[src/rtl/psd_pkg.sv]
// Shared types and default sizes for the PSD readout path.
// Bin addresses, accumulator words and the readout FSM states.
package psd_pkg;

    localparam int N_BINS_DEF    = 1024;
    localparam int ACC_WIDTH_DEF = 48;
    localparam int OUT_WIDTH_DEF = 32;

    typedef logic [$clog2(N_BINS_DEF)-1:0] bin_addr_t;
    typedef logic [ACC_WIDTH_DEF-1:0]      acc_word_t;

    typedef enum logic [1:0] {
        IDLE,
        READ,
        DRAIN
    } readout_state_t;

endpackage

[src/rtl/psd_readout_if.sv]
// AXI-Stream style valid/ready bundle carrying normalised PSD bins.
interface Axis_If #(
    parameter int W = 32
);

    logic         valid;
    logic         ready;
    logic         last;
    logic [W-1:0] data;

    modport master (output valid, output data, output last, input ready);
    modport slave  (input valid, input data, input last, output ready);

endinterface

[src/rtl/psd_readout_fifo.sv]
// Small synchronous FIFO buffering normalised bins ahead of the stream.
module psd_readout_fifo #(
    parameter int W = 33,
    parameter int DEPTH = 4,
    localparam int PW = $clog2(DEPTH),
    localparam int CW = $clog2(DEPTH) + 1
) (
    input  logic          clk,
    input  logic          reset_n,
    input  logic          push,
    input  logic [W-1:0]  din,
    input  logic          pop,
    output logic [W-1:0]  dout,
    output logic          empty,
    output logic [CW-1:0] count
);

    logic [W-1:0]  mem [DEPTH];
    logic [PW-1:0] wr_ptr;
    logic [PW-1:0] rd_ptr;

    always_ff @(posedge clk) begin
        if (!reset_n) begin
            wr_ptr <= '0;
            rd_ptr <= '0;
            count  <= '0;
        end else begin
            if (push) wr_ptr <= wr_ptr + 1'b1;
            if (pop)  rd_ptr <= rd_ptr + 1'b1;
            count <= count + CW'(push) - CW'(pop);
        end
    end

    always_ff @(posedge clk) begin
        if (push) mem[wr_ptr] <= din;
    end

    assign dout  = mem[rd_ptr];
    assign empty = (count == '0);

endmodule

[src/rtl/psd_readout.sv]
// Streams PSD bins from the bin RAM, normalised and saturated,
// optionally clearing each bin once its read data has returned.
module psd_readout
    import psd_pkg::*;
#(
    parameter int N_BINS        = N_BINS_DEF,
    parameter int ACC_WIDTH     = ACC_WIDTH_DEF,
    parameter int OUT_WIDTH     = OUT_WIDTH_DEF,
    parameter int RAM_LATENCY   = 2,
    parameter int FIFO_DEPTH    = 4,
    parameter int CLEAR_ON_READ = 1,
    localparam int AW = $clog2(N_BINS)
) (
    input  logic                 clk,
    input  logic                 reset_n,
    input  logic                 start,
    input  logic [5:0]           avg_shift,
    output logic                 busy,
    output logic                 ram_rd_en,
    output logic [AW-1:0]        ram_rd_addr,
    input  logic [ACC_WIDTH-1:0] ram_rd_data,
    output logic                 ram_wr_en,
    output logic [AW-1:0]        ram_wr_addr,
    Axis_If.master               data_out
);

    localparam int CW = $clog2(FIFO_DEPTH) + 1;

    readout_state_t       state;
    readout_state_t       state_nx;
    logic [AW-1:0]        addr;
    logic [5:0]           shift_q;
    logic [RAM_LATENCY-1:0] pipe_v;
    logic [AW-1:0]        pipe_a [RAM_LATENCY];
    logic [CW-1:0]        fifo_count;
    logic [CW-1:0]        inflight;
    logic                 issue;
    logic                 room;
    logic                 tap;
    logic                 pop;
    logic                 empty;
    logic [ACC_WIDTH-1:0] y;
    logic [OUT_WIDTH-1:0] norm;
    logic [OUT_WIDTH:0]   fifo_din;
    logic [OUT_WIDTH:0]   fifo_dout;

    always_comb begin
        inflight = '0;
        for (int i = 0; i < RAM_LATENCY; i++)
            inflight = inflight + CW'(pipe_v[i]);
    end

    // Reads in flight already own a FIFO slot, so no return is ever dropped.
    assign room  = (fifo_count + inflight) < CW'(FIFO_DEPTH);
    assign issue = reset_n &
                   ((state == IDLE && start) || (state == READ && room));
    assign pop   = data_out.valid & data_out.ready;

    always_comb begin
        state_nx = state;
        unique case (state)
            IDLE:    if (start) state_nx = READ;
            READ:    if (issue && addr == AW'(N_BINS - 1)) state_nx = DRAIN;
            DRAIN:   if (pop && fifo_dout[OUT_WIDTH]) state_nx = IDLE;
            default: state_nx = IDLE;
        endcase
    end

    always_ff @(posedge clk) begin
        if (!reset_n) begin
            state   <= IDLE;
            addr    <= '0;
            shift_q <= '0;
            pipe_v  <= '0;
        end else begin
            state <= state_nx;
            if (state == IDLE && start) shift_q <= avg_shift;
            if (issue) addr <= addr + 1'b1;
            pipe_v[0] <= issue;
            for (int i = 1; i < RAM_LATENCY; i++)
                pipe_v[i] <= pipe_v[i-1];
        end
    end

    always_ff @(posedge clk) begin
        pipe_a[0] <= addr;
        for (int i = 1; i < RAM_LATENCY; i++)
            pipe_a[i] <= pipe_a[i-1];
    end

    assign tap = pipe_v[RAM_LATENCY-1];

    // Logical shift; shifts of ACC_WIDTH or more naturally yield zero.
    assign y    = ram_rd_data >> shift_q;
    assign norm = (|y[ACC_WIDTH-1:OUT_WIDTH]) ? '1 : y[OUT_WIDTH-1:0];

    assign fifo_din = {pipe_a[RAM_LATENCY-1] == AW'(N_BINS - 1), norm};

    psd_readout_fifo #(
        .W     (OUT_WIDTH + 1),
        .DEPTH (FIFO_DEPTH)
    ) u_fifo (
        .clk     (clk),
        .reset_n (reset_n),
        .push    (tap),
        .din     (fifo_din),
        .pop     (pop),
        .dout    (fifo_dout),
        .empty   (empty),
        .count   (fifo_count)
    );

    assign busy        = (state != IDLE);
    assign ram_rd_en   = issue;
    assign ram_rd_addr = addr;
    assign ram_wr_en   = (CLEAR_ON_READ != 0) & tap;
    assign ram_wr_addr = pipe_a[RAM_LATENCY-1];

    assign data_out.valid = !empty;
    assign data_out.data  = fifo_dout[OUT_WIDTH-1:0];
    assign data_out.last  = !empty & fifo_dout[OUT_WIDTH];

endmodule

[src/flat_wrapper.sv]
// flat-port wrapper written by rule: the top's interface ports become plain ports
module psd_readout_flat import psd_pkg::*;
#(
    parameter int N_BINS        = N_BINS_DEF,
    parameter int ACC_WIDTH     = ACC_WIDTH_DEF,
    parameter int OUT_WIDTH     = OUT_WIDTH_DEF,
    parameter int RAM_LATENCY   = 2,
    parameter int FIFO_DEPTH    = 4,
    parameter int CLEAR_ON_READ = 1,
    localparam int AW = $clog2(N_BINS)
)
  (clk, reset_n, start, avg_shift, busy, ram_rd_en, ram_rd_addr, ram_rd_data, ram_wr_en, ram_wr_addr, data_out_valid, data_out_data, data_out_last, data_out_ready);
  Axis_If #(.W(32)) data_out_i ();
  input  logic clk;
  input  logic reset_n;
  input  logic start;
  input  logic [5:0] avg_shift;
  output logic busy;
  output logic ram_rd_en;
  output logic [AW-1:0] ram_rd_addr;
  input  logic [ACC_WIDTH-1:0] ram_rd_data;
  output logic ram_wr_en;
  output logic [AW-1:0] ram_wr_addr;
  output wire logic [$bits(data_out_i.valid)-1:0] data_out_valid;
  output wire logic [$bits(data_out_i.data)-1:0] data_out_data;
  output wire logic [$bits(data_out_i.last)-1:0] data_out_last;
  input wire logic [$bits(data_out_i.ready)-1:0] data_out_ready;
  assign data_out_valid = data_out_i.valid;
  assign data_out_data = data_out_i.data;
  assign data_out_last = data_out_i.last;
  assign data_out_i.ready = data_out_ready;
  psd_readout #(.N_BINS(N_BINS), .ACC_WIDTH(ACC_WIDTH), .OUT_WIDTH(OUT_WIDTH), .RAM_LATENCY(RAM_LATENCY), .FIFO_DEPTH(FIFO_DEPTH), .CLEAR_ON_READ(CLEAR_ON_READ)) u_core (.clk(clk), .reset_n(reset_n), .start(start), .avg_shift(avg_shift), .busy(busy), .ram_rd_en(ram_rd_en), .ram_rd_addr(ram_rd_addr), .ram_rd_data(ram_rd_data), .ram_wr_en(ram_wr_en), .ram_wr_addr(ram_wr_addr), .data_out(data_out_i));
endmodule
[config.mk]
export PLATFORM = sky130hd
export DESIGN_NAME = psd_readout_flat
export DESIGN_NICKNAME = d
export VERILOG_FILES = /design/src/rtl/psd_pkg.sv /design/src/rtl/psd_readout_if.sv /design/src/rtl/psd_readout_fifo.sv /design/src/rtl/psd_readout.sv /design/src/flat_wrapper.sv
export SDC_FILE = /design/constraint.sdc
export NUM_CORES = 1
export LEC_CHECK = 0
export ABC_AREA = 1
export BUFFER_PORTS_ARGS = -buffer_cell sky130_fd_sc_hd__buf_2
export CORE_AREA = 2 2 219 167
export CTS_CLUSTER_SIZE = 24
export DETAILED_ROUTE_END_ITERATION = 16
export DIE_AREA = 0 0 221 169
export HOLD_SLACK_MARGIN = 0.12
export SYNTH_ARGS = -nofsm -noshare
export SYNTH_HDL_FRONTEND = slang
export SYNTH_HIERARCHICAL = 1
export SYNTH_SLANG_ARGS = --single-unit
[constraint.sdc]
create_clock -name clk -period 2.63 [get_ports clk]
set_input_delay 0 -clock clk [delete_from_list [all_inputs] [get_ports clk]]
set_output_delay 0 -clock clk [all_outputs]
set_load 0.02 [all_outputs]
==> flow_metrics.tcl <==
set metrics [dict create \
    status "complete, no violations" \
    grt_max_degree 67 \
    row_count 60 \
    routed_wirelength_um 29200 \
    grt-ovfl-total 0 \
    setup_violations 0 \
    via_per_inst 5.03 \
    worstSetupStartpointType "register" \
    insertion_delay_ns 0.44 \
    dieArea_um2 37300 \
    clock_path_buffers 2 \
    netlist_area_um2 10500 \
    yosysWarnings 6 \
    cellPowerDensity_nw_per_um2 668 \
    dpl.hpwl_um 21200 \
    syn_to_final_growth_pct 15.3 \
    start_util_pct 29.7 \
    fin_area_um2 12100 \
    period_minus_slack_ns 2.33 \
    critPathMaxStageDelay_ns 0.34 \
    slew_violations 0 \
    worstPathRequired_ns 2.79 \
    wire_per_inst_um 16.2 \
    crit_type "reg2reg" \
    ant_nets 0 \
    antenna_found_initial 3 \
    fin_skew_ns 0.0152 \
    drc 0 \
    gp_congestion 0.979 \
    r2r_start "u_core/shift_q[0]" \
    worstHoldStart "u_core/pipe_a[0][6]" \
    cp_slowest_cell "dfxtp_1" \
    finalCritPeriodShare_pct 88.7 \
    yosys.area.top_type "edfxtp_1" \
    path_cells "inv_2 -> buf_4 -> nand2_1 -> nand3_1 -> nand3_1 -> nand3_1 -> nand4_1 -> nand2_1 -> inv_2 -> nand2_2 -> nor2_4 -> buf_4 -> nand3_2" \
    dr_total_vias 9095 \
    synth_nets 1310 \
    worstReg2RegEnd "u_core/u_fifo/mem[3][4]" \
    drtIter0Drc 936 \
    cts_made_buffers 17 \
    hold_end "u_core/pipe_a[0][16]" \
    die_w_um 221 \
    maxCapViolations 0 \
    leakage_nw 4.65 \
    rsz0062_at_grt "no" \
    final_cells 1809 \
    cts_sinks 181 \
    synth_top_area_share_pct 37.8 \
    hp-class "reg2reg" \
    root_buffer "clkbuf_16" \
    synth_seq_cells 181 \
    cts_tree "done" \
    r2r_slack_ns 0.30 \
    io_pins 115 \
    finalHoldViolations 0 \
    r2r_cells 13 \
    clk_pin_slew_ns 0.06 \
    hold_depth 0 \
    grt_pass1_vias 8341 \
    setup_tns_ns 0 \
    cts_htree_levels 4 \
    ys_types 33 \
    tightest_slew_ns 0.564 \
    pre_cts_slack_ns 0.323 \
    place_area_um2 11400 \
    maxSlewHeadroom_pct 62.4 \
    cp_max_fo 40 \
    synthFlopType "edfxtp_1" \
    drtPass1Iterations 5 \
    synth_cells 1243 \
    die_y_um 169 \
    nets 1397 \
    core_um2 35400 \
    grt_pass1_wl_um 46400 \
    yosysSeqAreaShare_pct 47.1 \
    track_usage_pct 15.7 \
    dp.cells 1761 \
    critPathTopFamily "simple AND/OR/NAND/NOR gates" \
    crit_arrival_ns 2.49 \
    synthArstFlopShare_pct 0 \
    drive_above_1_share_pct 21.1 \
    max_freq_mhz 429 \
    port_buffers 114 \
    worstSetupEndpointType "register" \
    synth_area_per_cell_um2 8.44 \
    vdd_ir_drop_max_v 0.000403 \
    fin_ws_ns 0.297 \
    crit_path_frequent_cell "nand3_1" \
    synth_most_common_cell "nand3_1" \
    netlist_top_cells_count "nand3_1, nand2_1, edfxtp_1, inv_1, a21oi_1" \
    crit_buf_inv 4 \
    ctsResizeCount 0 \
    synth_enable_flop_cells 132 \
    synth.area.top_cells "edfxtp_1, nand3_1, dfxtp_1" \
]
==> metal layers <==
layer  track usage [%]  part of all wire [%]
met5                 0                 0.044
met4              3.94                   1.3
met3              4.01                   7.8
met2              24.1                    44
met1              22.1                    47
==> repair_timing <==
action,4_1_cts,5_1_grt
hold endpoints to repair,22,0
hold buffers,15,0
buffers inserted,0,0
==> registers in the layout, summed over array words and instances, names as in the netlist, named ones only <==
signal and count:
u_core/pipe_a 20, u_core/pipe_v 2, u_core/ram_rd_addr 10, u_core/shift_q 6, u_core/state 2, u_core/u_fifo/count 3, u_core/u_fifo/mem 132, u_core/u_fifo/rd_ptr 2
u_core/u_fifo/wr_ptr 2
==> power breakdown <==
group	total (mW)	leakage [nW]	switching (mW)	internal [mW]
Combinational	2.43	3.04	1.68	0.752
Sequential	3.24	1.32	0.128	3.12
Clock	2.40	0.286	1.06	1.34
Total	8.07	4.65	2.86	5.21
==> placed cells by master (no fill, tap or decap), types with 15 or more instances in the layout <==
master / count
dlygate4sd3_1: 15
o211ai_2: 33
o21ai_0: 49
buf_4: 29
inv_1: 103
a21oi_1: 67
edfxtp_1: 132
clkbuf_16: 19
nand2_2: 28
nand4_1: 15
buf_2: 114
nand3_2: 33
nand2_1: 242
nand3_1: 326
dfxtp_1: 47
nor2_1: 26
==> final cells by class <==
cell class | instances | area, µm²
fill | 3683 | 23300
sequential | 181 | 4950
multi-input combinational | 855 | 4530
timing repair buffer | 163 | 1040
tap | 465 | 582
clock buffer | 21 | 493
inverter | 112 | 420
clock inverter | 10 | 70.1
antenna | 2 | 5.00
==> worst max path at each step <==
stage               cells past startpoint                      end              startpoint  slack (ns)
finish                                 13  u_core/u_fifo/mem[3][4]       u_core/shift_q[0]        0.30
global route                           13  u_core/u_fifo/mem[3][4]       u_core/shift_q[0]        0.06
CTS                                    13  u_core/u_fifo/mem[3][4]       u_core/shift_q[0]        0.31
detailed placement                     13  u_core/u_fifo/mem[2][4]       u_core/shift_q[0]        0.32
global placement                       13  u_core/u_fifo/mem[3][6]       u_core/shift_q[0]        0.37
floorplan                               8   u_core/u_fifo/count[2]  u_core/u_fifo/count[1]        0.73
==> logic make-up (layout without fill, tap and decap cells) <==
| group | after synthesis | after routing | synth area share (%) |
|---|---|---|---|
| and+or+nand+nor | 685 | 685 | 31.8 |
| adders and majority gates | 9 | 9 | 1.14 |
| DFF | 181 | 181 | 47.1 |
| other | 0 | 2 | 0 |
| AOI/OAI and AO/OA | 159 | 159 | 10.1 |
| buffers and inverters | 207 | 306 | 9.65 |
| xor gates and xnor gates | 2 | 2 | 0.167 |
==> stage by stage <==
| step | total power, mW | util, % | hold slack (ns) |
|---|---|---|---|
| final | 8.07 | 34.2 | 0.328 |
| after CTS | 8.15 | 34.2 | 0.328 |
| after global routing | 8.54 | 34.2 | 0.332 |
| after global placement | 5.70 | 32.2 | 0.287 |
| after detailed placement | 5.72 | 32.2 | 0.298 |
| after floorplan | 5.07 | - | 0.0935 |
Note: power is estimated with default switching activity, not from simulation.
